**config.mk**
```make
export PLATFORM = sky130hd
export DESIGN_NAME = tlb_ctrl
export DESIGN_NICKNAME = d
export VERILOG_FILES = /design/src/rtl/tlb_ctrl.sv
export SDC_FILE = /design/constraint.sdc
export NUM_CORES = 1
export LEC_CHECK = 0
export ABC_AREA = 1
export CORE_MARGIN = 1
export CORE_UTILIZATION = 25
export CTS_CLUSTER_SIZE = 12
export DETAILED_ROUTE_END_ITERATION = 8
export GPL_ROUTABILITY_DRIVEN = 0
export GPL_TIMING_DRIVEN = 0
export PLACE_DENSITY_LB_ADDON = 0.3
export SETUP_SLACK_MARGIN = 0.4
export SLEW_MARGIN = 30
export SYNTH_ARGS = -nofsm -noshare
export SYNTH_HDL_FRONTEND = slang
export SYNTH_SLANG_ARGS = --single-unit
```
**constraint.sdc**
```tcl
create_clock -name clk -period 1.8 [get_ports clk]
set_input_delay 0.18 -clock clk [delete_from_list [all_inputs] [get_ports clk]]
set_output_delay 0.18 -clock clk [all_outputs]
set_load 0.005 [all_outputs]
```
**src/rtl/tlb_ctrl.sv**
```systemverilog
// -----------------------------------------------------------------------------
// tlb_ctrl -- sequencer for a direct-mapped, dual-port TLB RAM.
//
// Port A carries a fully pipelined lookup stream. A lookup is accepted at edge
// N and its response is registered at edge N+1.
// Port B belongs to a maintenance FSM that handles fill, invalidate-by-VA and
// flush-all. The FSM also sweeps the whole RAM to zero after every reset.
//
// Entry layout, MSB..LSB: {valid, X, W, R, vpn[TAG_WIDTH], ppn[TAG_WIDTH]}
// index = vaddr[PAGE_DEPTH +: TLB_DEPTH], tag = full VPN.
//
// Ports
//   clk, rst                   clock; synchronous active-low reset
//   lk_valid/lk_ready          lookup handshake
//   lk_vaddr, lk_acc           lookup VA; access type 00 R, 01 W, 10 X, 11 illegal
//   rsp_valid/hit/fault/paddr  registered lookup result (no backpressure)
//   mt_valid/mt_ready          maintenance handshake
//   mt_op                      00 fill, 01 invalidate-VA, 10 flush-all, 11 reserved
//   mt_vaddr/mt_paddr/mt_perm  fill/invalidate operands, perm = {X,W,R}
//   mt_done                    one-cycle completion pulse
//   ram_*                      dp_ram ports (1-cycle read, read-first, B writes)
// -----------------------------------------------------------------------------
module tlb_ctrl #(
  parameter int  TLB_DEPTH   = 10,
  parameter int  PAGE_DEPTH  = 12,
  parameter int  ADDR_WIDTH  = 32,
  localparam int TAG_WIDTH   = ADDR_WIDTH - PAGE_DEPTH,
  localparam int ENTRY_WIDTH = 2*TAG_WIDTH + 4
) (
  input  logic                   clk,
  input  logic                   rst,
  input  logic                   lk_valid,
  output logic                   lk_ready,
  input  logic [ADDR_WIDTH-1:0]  lk_vaddr,
  input  logic [1:0]             lk_acc,
  output logic                   rsp_valid,
  output logic                   rsp_hit,
  output logic                   rsp_fault,
  output logic [ADDR_WIDTH-1:0]  rsp_paddr,
  input  logic                   mt_valid,
  output logic                   mt_ready,
  input  logic [1:0]             mt_op,
  input  logic [ADDR_WIDTH-1:0]  mt_vaddr,
  input  logic [ADDR_WIDTH-1:0]  mt_paddr,
  input  logic [2:0]             mt_perm,
  output logic                   mt_done,
  output logic [TLB_DEPTH-1:0]   ram_addr_a,
  input  logic [ENTRY_WIDTH-1:0] ram_rdata_a,
  output logic [TLB_DEPTH-1:0]   ram_addr_b,
  input  logic [ENTRY_WIDTH-1:0] ram_rdata_b,
  output logic [ENTRY_WIDTH-1:0] ram_wdata_b,
  output logic                   ram_wr_b
);

  typedef enum logic [2:0] {RST_FLUSH, IDLE, INV_CMP, FLUSH, DONE} state_t;

  // ---------------------------------------------------------------------------
  // Lookup pipeline (port A)
  // ---------------------------------------------------------------------------
  logic                  r_lk_ready;
  logic                  r_s1_valid;
  logic [ADDR_WIDTH-1:0] r_s1_vaddr;
  logic [1:0]            r_s1_acc;
  logic                  r_rsp_valid, r_rsp_hit, r_rsp_fault;
  logic [ADDR_WIDTH-1:0] r_rsp_paddr;

  logic                  w_lk_fire;
  logic                  w_e_valid;
  logic [2:0]            w_e_perm;
  logic [TAG_WIDTH-1:0]  w_e_vpn, w_e_ppn;
  logic                  w_lk_hit;
  logic                  w_perm_ok;

  assign w_lk_fire  = lk_valid & r_lk_ready;
  assign ram_addr_a = lk_vaddr[PAGE_DEPTH +: TLB_DEPTH];

  assign w_e_valid = ram_rdata_a[ENTRY_WIDTH-1];
  assign w_e_perm  = ram_rdata_a[ENTRY_WIDTH-2 -: 3];
  assign w_e_vpn   = ram_rdata_a[TAG_WIDTH +: TAG_WIDTH];
  assign w_e_ppn   = ram_rdata_a[0 +: TAG_WIDTH];
  assign w_lk_hit  = r_s1_valid & w_e_valid &
                     (w_e_vpn == r_s1_vaddr[ADDR_WIDTH-1:PAGE_DEPTH]);

  // NOTE: give every always_comb output a default first so no path can leave it
  // unassigned, which would infer a latch.
  always_comb begin
    w_perm_ok = 1'b0;
    case (r_s1_acc)
      2'b00:   w_perm_ok = w_e_perm[0];
      2'b01:   w_perm_ok = w_e_perm[1];
      2'b10:   w_perm_ok = w_e_perm[2];
      default: w_perm_ok = 1'b0;      // illegal access type always faults
    endcase
  end

  // NOTE: sequential state uses non-blocking (<=) so every flop samples the
  // values from before the edge, whatever order the statements are in.
  always_ff @(posedge clk) begin
    if (!rst) begin
      r_s1_valid  <= 1'b0;
      r_s1_vaddr  <= '0;
      r_s1_acc    <= '0;
      r_rsp_valid <= 1'b0;
      r_rsp_hit   <= 1'b0;
      r_rsp_fault <= 1'b0;
      r_rsp_paddr <= '0;
    end else begin
      r_s1_valid <= w_lk_fire;
      if (w_lk_fire) begin
        r_s1_vaddr <= lk_vaddr;
        r_s1_acc   <= lk_acc;
      end
      r_rsp_valid <= r_s1_valid;
      r_rsp_hit   <= w_lk_hit;
      r_rsp_fault <= w_lk_hit & ~w_perm_ok;
      r_rsp_paddr <= w_lk_hit ? {w_e_ppn, r_s1_vaddr[PAGE_DEPTH-1:0]} : '0;
    end
  end

  assign lk_ready  = r_lk_ready;
  assign rsp_valid = r_rsp_valid;
  assign rsp_hit   = r_rsp_hit;
  assign rsp_fault = r_rsp_fault;
  assign rsp_paddr = r_rsp_paddr;

  // ---------------------------------------------------------------------------
  // Maintenance FSM (port B)
  // ---------------------------------------------------------------------------
  state_t               r_state;
  logic [TLB_DEPTH-1:0] r_cnt;
  logic [TAG_WIDTH-1:0] r_inv_vpn;
  logic                 r_mt_ready, r_mt_done;

  logic                 w_mt_fire;
  logic [TAG_WIDTH-1:0] w_mt_vpn, w_mt_ppn;
  logic                 w_inv_match;
  logic                 w_unused;

  assign w_mt_fire   = mt_valid & r_mt_ready;
  assign w_mt_vpn    = mt_vaddr[ADDR_WIDTH-1:PAGE_DEPTH];
  assign w_mt_ppn    = mt_paddr[ADDR_WIDTH-1:PAGE_DEPTH];
  assign w_inv_match = ram_rdata_b[ENTRY_WIDTH-1] &
                       (ram_rdata_b[TAG_WIDTH +: TAG_WIDTH] == r_inv_vpn);
  assign w_unused    = &{1'b0, mt_vaddr[PAGE_DEPTH-1:0], mt_paddr[PAGE_DEPTH-1:0],
                         ram_rdata_b[ENTRY_WIDTH-2 -: 3], ram_rdata_b[TAG_WIDTH-1:0]};

  // Port B drive. A fill writes at its own accept edge, so this path is
  // combinational. Gating with rst keeps the RAM untouched while reset is
  // held. The sweep's first write then lands on the first edge with rst high.
  always_comb begin
    ram_addr_b  = mt_vaddr[PAGE_DEPTH +: TLB_DEPTH];
    ram_wdata_b = '0;
    ram_wr_b    = 1'b0;
    case (r_state)
      RST_FLUSH, FLUSH: begin
        ram_addr_b = r_cnt;
        ram_wr_b   = rst;
      end
      INV_CMP: begin
        ram_addr_b = r_inv_vpn[TLB_DEPTH-1:0];
        ram_wr_b   = rst & w_inv_match;
      end
      IDLE: begin
        if (w_mt_fire && mt_op == 2'b00) begin
          ram_wr_b    = rst;
          ram_wdata_b = {1'b1, mt_perm, w_mt_vpn, w_mt_ppn};
        end
      end
      default: ;
    endcase
  end

  // The RAM itself has no reset. Stale entries are cleared by the RST_FLUSH
  // sweep, which restarts from index 0 on every reset.
  always_ff @(posedge clk) begin
    if (!rst) begin
      r_state    <= RST_FLUSH;
      r_cnt      <= '0;
      r_inv_vpn  <= '0;
      r_lk_ready <= 1'b0;
      r_mt_ready <= 1'b0;
      r_mt_done  <= 1'b0;
    end else begin
      r_mt_done <= 1'b0;
      case (r_state)
        RST_FLUSH, FLUSH: begin
          r_cnt <= r_cnt + 1'b1;               // wraps to 0 after the last index
          if (&r_cnt) begin
            r_lk_ready <= 1'b1;
            r_state    <= (r_state == FLUSH) ? DONE : IDLE;
          end
        end
        IDLE: begin
          // mt_ready rises one cycle after IDLE is entered and drops at accept.
          r_mt_ready <= 1'b1;
          if (w_mt_fire) begin
            r_mt_ready <= 1'b0;
            r_inv_vpn  <= w_mt_vpn;
            case (mt_op)
              2'b01:   r_state <= INV_CMP;
              2'b10: begin
                r_state    <= FLUSH;
                r_lk_ready <= 1'b0;
              end
              default: r_state <= DONE;        // fill (already written) or reserved
            endcase
          end
        end
        INV_CMP: r_state <= DONE;
        DONE: begin
          r_mt_done <= 1'b1;
          r_state   <= IDLE;
        end
        default: r_state <= RST_FLUSH;
      endcase
    end
  end

  assign mt_ready = r_mt_ready;
  assign mt_done  = r_mt_done;

endmodule

```
==> metrics.cfg, run 1 <==
[status]
status = complete, but fails checks
violations = negative setup slack

[yosys]
synth_top_area_cell = dfxtp_1
synth.yosys.seq_area_share_pct = 42.5
synth.distinct_cells = 34
syn_inst = 712
ys_ff_latch = 106
synthArstFlopShare_pct = 0
ys.flop_type = dfxtp_1
ys_warn_count = 0
synth_edf_count = 0
synth_top_cell_area_share_pct = 42.5
synth_fp_nets = 910
ys_top_cells_by_area = dfxtp_1 (42%), nand2_1 (10%), inv_1 (8.5%), nor2_1 (7.9%), nor2_2 (6.5%)
syn_area_sq_mm = 0.00499
syn_area_per_cell_sq_um = 7.02

[clock_network]
clockBufferDepth = 2
clock-sinks = 106
tritoncts = built
cts_root_buf = clkbuf_16
htreeDepth = 3
cts_hold_buf = 0
cts_made_buffers = 9
cts.clk_slew.worst_paths_ns = 0.08
clk_latency_ns = 0.36

[timing]
fin_skew_ns = 0.00897
period_needed_ns = 2.07
setup_viol = 56
fmax_mhz = 484
max-slew-margin-rel_pct = 46.4
holdWs_ns = 0.109
rsz0062_at_grt = yes
layout_setup_ws_ns = -0.268
finalHoldViolCount = 0
final_max_slew_viol_count = 0
worstMarginPinSlew_ns = 0.803
fin_crit_sh_pct = 115
tns_ns = -11.55

[route]
viasPerCell = 4.20
wire_per_inst_um = 14.0
detail_route.wirelength_um = 18300
vias = 5495
drtIter0Drc = 181
drc = 0
postRouteAntennaNets = 0
drt-pass1-iter-count = 4

[setup_path]
path_cells = nor3_4, nand3_4, buf_12, nor2_4, inv_4, buf_6, buf_8, nor2_4, buf_2
crit_end = ram_wdata_b[12]
critPathMostFrequentCell = nor2_4
cpPeakStageDelay_ns = 0.37
rr_worst_depth = 12
worstPathMaxFanout = 5
end_kind = primary output
critPathLaunch = r_state[1]$_SDFFE_PN0P_
crit_slowest_cell = dfxtp_4
critical_path_arrival_ns = 1.89
timing.rr.end = r_state[1]$_SDFFE_PN0P_
crit_required_ns = 1.62
start_kind = flop
crit_type = flop to primary output
ff2ff_setup_slack_ns = -0.01
r2r-start = r_state[1]$_SDFFE_PN0P_

[floorplanning]
rows = 51
core_sq_mm = 0.0195
start_util_pct = 25.6
die_y_um = 143
dieWidth_um = 143
ioPinCount = 298
dieArea_sq_mm = 0.0205

[cells_and_area]
final_cell_mix = clkdlybuf4s50_1 (159), inv_1 (109), dfxtp_1 (97)
n_fill_cell = 1870
finish.utilization_pct = 49.8
design.final.nets = 1236
diodes = 0
final_common_cell = clkdlybuf4s50_1
syn_to_final_growth_pct = 94.7
layout-drive-gt1-share_pct = 35.2

[power]
peakVddDrop_mv = 0.384
powerDensity_mw_per_mm2 = 615
leakage_uw = 0.00443
power_uw = 5980

[global_routing]
grt_overflow_total = 0
grt_max_degree = 23
grt_pass1_wl_um = 25700
grt_pass1_vias = 4894
track_usage_pct = 16.5
grt_antenna_before_repair = 0

[job]
cap_violations = 0

[placed_design]
hpwl_um = 12300
port_buffers = 249

[worst_hold_path]
hold_class = input pin to flop

==> per-stage QoR <==
stage	setup slack [ns]	std cells	instance area, sq um
6_report	-0.268	1308	9720
5_1_grt	-0.344	1308	9720
4_1_cts	-0.310	1281	8650
3_5_place_dp	-0.453	1226	7820
3_3_place_gp	-0.453	1226	7820
2_1_floorplan	0.452	712	4990
==> sequential cells by signal (all words and copies together) (netlist names) <==
register / flops
r_s1_vaddr: 32
rsp_paddr: 32
r_inv_vpn: 20
r_cnt: 10
r_state: 3
r_s1_acc: 2
lk_ready: 1
mt_done: 1
mt_ready: 1
r_s1_valid: 1
rsp_fault: 1
rsp_hit: 1
rsp_valid: 1
==> layout make-up <==
type | instances | area [sq um] | share of cell area (%)
multi-input combinational | 450 | 3060 | 31.5
inverter | 121 | 483 | 4.97
timing repair buffer | 315 | 3060 | 31.5
buffer | 35 | 332 | 3.41
sequential | 106 | 2140 | 22.0
clock inverter | 7 | 88.8 | 0.914
clock buffer | 9 | 225 | 2.32
tap | 265 | 332 | 3.41
==> Yosys cell counts (2+ instances only) <==
master and number:
buf_4 12, inv_2 6, nand2_1 138, xor2_1 4, buf_6 7, nand4_1 2, inv_1 113, nor4_1 2
nand2_2 4, o21ai_0 44, o221ai_1 6, dfxtp_1 106, nand3_2 2, nor3_1 9, nand3_1 10, xnor2_1 13
clkbuf_1 14, ha_1 3, nor2_2 52, nor2_1 105, a22oi_1 2, nor2_4 2, a21oi_1 45
==> worst min-delay path by stage <==
stage                     cells past startpoint                        to  slack (ns)                        from
final                                         3      rsp_valid$_SDFF_PN0_        0.11                         rst
after floorplan                               2  rsp_paddr[12]$_SDFF_PN0_        0.31              ram_rdata_a[0]
after detailed placement                      2   rsp_paddr[5]$_SDFF_PN0_        0.43  r_s1_vaddr[5]$_SDFFE_PN0P_
after global placement                        2   rsp_paddr[5]$_SDFF_PN0_        0.43  r_s1_vaddr[5]$_SDFFE_PN0P_
after CTS                                     3      rsp_valid$_SDFF_PN0_        0.11                         rst
after global routing                          3      rsp_valid$_SDFF_PN0_        0.11                         rst
==> kinds of logic after synthesis <==
family	after synthesis	synth area share, %
buffers and inverters	156	13.8
AOI/OAI and AO/OA	101	10.8
and+or+nand+nor	329	29.2
xor gates and xnor gates	17	2.98
DFF	106	42.5
adders and majority gates	3	0.752
==> critical path, delay by kind of cell (launching register included) <==
family / cells / cell delay [ns]
buffers and inverters: 5 / 0.59
flip-flops: 1 / 0.37
AND/OR/NAND/NOR: 4 / 0.57
==> where the power goes <==
| part | switching, uW | internal, uW | leakage, uW |
|---|---|---|---|
| Clock | 1100 | 1010 | 0.000153 |
| Combinational | 627 | 734 | 0.00342 |
| Sequential | 74.0 | 2440 | 0.000860 |
==> per-layer routing <==
metal | part of all wire [%] | vias to the layer above | wire length (um) | GRT usage [%]
li1 | - | 2817 | - | -
met1 | 41 | 2537 | 7570 | 20.0
met2 | 52 | 135 | 9500 | 29.0
met3 | 6.0 | 6 | 1100 | 4.13
met4 | 0.68 | 0 | 125 | 3.86
met5 | 0 | - | 0 | 0
==> timing repair <==
item | 4_1_cts | 5_1_grt
cloned | 4 | 2
pin swaps | 24 | 55
setup buffers | 35 | 25
resized for setup | 334 | 233
setup endpoints to repair | 146 | 145
No activity file was read; power rests on OpenSTA's default activity.
==> run 2, diff against run 1 <==
Settings changed: RECOVER_POWER from default to 50.
==> metrics.cfg, run 2 (synthesis gave the netlist of run 1 again) <==
[setup_path]
cpPeakStageDelay_ns = 0.37  ; about the same
critPathMostFrequentCell = nor2_4
crit_slowest_cell = dfxtp_4
crit_required_ns = 1.62  ; about the same
cp_num_buf_inv = 5  ; unchanged
crit_type = flop to primary output
timing.rr.end = r_state[1]$_SDFFE_PN0P_
critical_path_arrival_ns = 1.89  ; about the same
r2r-start = r_state[1]$_SDFFE_PN0P_
crit_end = ram_wdata_b[12]
critPathLaunch = r_state[1]$_SDFFE_PN0P_
ff2ff_setup_slack_ns = -0.01  ; about the same
path_delay_family = buffers and inverters
path_cells = nor3_4, nand3_4, buf_12, nor2_4, inv_4, buf_6, buf_8, nor2_4, buf_2
worstPathMaxFanout = 5  ; unchanged
end_kind = primary output
start_kind = flop
rr_worst_depth = 12  ; unchanged
crit_cells = 9  ; unchanged

[timing]
fin_skew_ns = 0.00923  ; +0.000259 ns
worstMarginPinSlew_ns = 0.803  ; +0.000000894 ns
layout_setup_ws_ns = -0.267  ; +0.000544 ns
setup_viol = 56  ; unchanged
fin_crit_sh_pct = 115  ; about the same
final_max_slew_viol_count = 0  ; unchanged
max-slew-margin-rel_pct = 46.4  ; about the same
finalHoldViolCount = 0  ; unchanged
fmax_mhz = 484  ; about the same
period_needed_ns = 2.07  ; -0.000544 ns
rsz0062_at_grt = yes

[power]
switching_share_pct = 30.1  ; about the same
power_uw = 5970  ; about the same
peakVddDrop_mv = 0.383  ; -0.23%
switchingPower_uw = 1800  ; about the same
power_frac_comb_pct = 22.7  ; about the same
p_seq_share_pct = 42.0  ; about the same
clockPowerShare_pct = 35.2  ; about the same
p_int_uw = 4180  ; about the same
powerDensity_mw_per_mm2 = 618  ; +0.50%
leakage_uw = 0.00406  ; -8.4%

[cells_and_area]
diodes = 0  ; unchanged
final_cell_mix = clkdlybuf4s50_1 (159), inv_1 (110), dfxtp_1 (97)
final_common_cell = clkdlybuf4s50_1
layout-drive-gt1-share_pct = 34.8  ; -0.38 points
stdcell_area_sq_mm = 0.00967  ; -0.54%
design.final.nets = 1236  ; unchanged
n_fill_cell = 1880  ; +0.53%
syn_to_final_growth_pct = 93.6

[route]
drtIter0Drc = 179  ; -1.1%
detail_route.wirelength_um = 18300  ; -0.21%
drc = 0  ; unchanged
drt-pass1-iter-count = 4  ; unchanged
vias = 5489  ; -0.11%
viasPerCell = 4.20  ; -0.11%
postRouteAntennaNets = 0  ; unchanged
wire_per_inst_um = 14.0  ; -0.21%

[status]
status = complete, but fails checks
violations = negative setup slack

[placed_design]
place_area_sq_mm = 0.00782  ; unchanged
hpwl_um = 12300  ; unchanged
port_buffers = 249  ; unchanged

[floorplanning]
core_sq_mm = 0.0195  ; unchanged
start_util_pct = 25.6  ; unchanged
dieWidth_um = 143  ; unchanged
ioPinCount = 298  ; unchanged
rows = 51  ; unchanged
die_y_um = 143  ; unchanged
dieArea_sq_mm = 0.0205  ; unchanged

[global_routing]
track_usage_pct = 16.5  ; unchanged
grt_overflow_total = 0  ; unchanged
grt_pass1_wl_um = 25700  ; unchanged
grt_antenna_before_repair = 0  ; unchanged
grt_max_degree = 23  ; unchanged
grt_pass1_vias = 4894  ; unchanged

[clock_network]
clock-sinks = 106  ; unchanged
cts_made_buffers = 9  ; unchanged
clockBufferDepth = 2  ; unchanged
tritoncts = built
clk_latency_ns = 0.36  ; about the same
cts_root_buf = clkbuf_16
htreeDepth = 3  ; unchanged
cts.clk_slew.worst_paths_ns = 0.08  ; about the same

[worst_hold_path]
hold_class = input pin to flop

[job]
cap_violations = 0  ; unchanged

## run 2: changes by cell type in the layout (fill, tap and decap cells not counted), sizes merged
cell,change
clkdlybuf4s25,+19
dlymetal6s2s,-19
## run 2: power groups by stage
| stage | sequential, uW | clock, uW | combinational (uW) |
|---|---|---|---|
| 4_1_cts | 2510 | 2170 | 1200 |
| 3_3_place_gp | 2550 | 0 | 1010 |
| 3_5_place_dp | 2550 | 0 | 1020 |
| 5_1_grt | 2520 | 2270 | 1470 |
| 6_report | 2510 | 2100 | 1360 |
| 2_1_floorplan | 2530 | 0 | 450 |
## run 2: worst reg2reg max path, stage by stage (launching register included)
cell and delay [ns]:
dfxtp_4 0.37, nor3_4 0.23, nand3_4 0.13, buf_12 0.15
clkinv_8 0.04, buf_6 0.09, buf_8 0.12, buf_8 0.14
buf_4 0.11, buf_6 0.09, buf_4 0.10, nand2_2 0.04
a21oi_2 0.12
## run 2: what timing repair did
| action | CTS | global route |
|---|---|---|
| pin swaps | 24 | 55 |
| setup buffers | 35 | 25 |
| gates resized for setup | 334 | 233 |
| hold buffers | 0 | 0 |
| endpoints found under the setup margin | 146 | 145 |
| gates cloned | 4 | 2 |
## run 2: worst min path at each step
| stage | start | to | slack, ns | depth (start not counted) |
|---|---|---|---|---|
| finish | rst | rsp_valid$_SDFF_PN0_ | 0.12 | 3 |
| global route | rst | rsp_valid$_SDFF_PN0_ | 0.12 | 3 |
| CTS | rst | rsp_valid$_SDFF_PN0_ | 0.11 | 3 |
| detailed placement | r_s1_vaddr[5]$_SDFFE_PN0P_ | rsp_paddr[5]$_SDFF_PN0_ | 0.43 | 2 |
| global placement | r_s1_vaddr[5]$_SDFFE_PN0P_ | rsp_paddr[5]$_SDFF_PN0_ | 0.43 | 2 |
| floorplan | ram_rdata_a[0] | rsp_paddr[12]$_SDFF_PN0_ | 0.31 | 2 |
## run 2: area by class of cell
cell class / count / area, sq um / share of cell area [%]
tap: 265 / 332 / 3.43
timing repair buffer: 315 / 3010 / 31.2
clock inverter: 7 / 88.8 / 0.918
clock buffer: 9 / 225 / 2.33
sequential: 106 / 2140 / 22.1
multi-input combinational: 450 / 3060 / 31.6
inverter: 121 / 483 / 4.99
buffer: 35 / 329 / 3.40
## run 2: routing by layer
layer / wire, um / vias up / share of wire (%) / track usage, %
met1: 7560 / 2530 / 41 / 20.0
li1: - / 2816 / - / -
met5: 0 / - / 0 / 0
met2: 9480 / 137 / 52 / 29.0
met4: 125 / 0 / 0.68 / 3.86
met3: 1090 / 6 / 6.0 / 4.13
## run 2: through the flow
stage          hold WS [ns]  util, %  cells  setup slack, ns  TNS [ns]
2_1_floorplan         0.307        -    712            0.452         0
3_3_place_gp          0.426     40.0   1226           -0.453    -17.62
3_5_place_dp          0.430     40.0   1226           -0.453    -18.60
4_1_cts               0.106     44.3   1281           -0.310     -9.72
5_1_grt               0.120     49.5   1308           -0.344    -16.17
6_report              0.117     49.5   1308           -0.267    -11.51
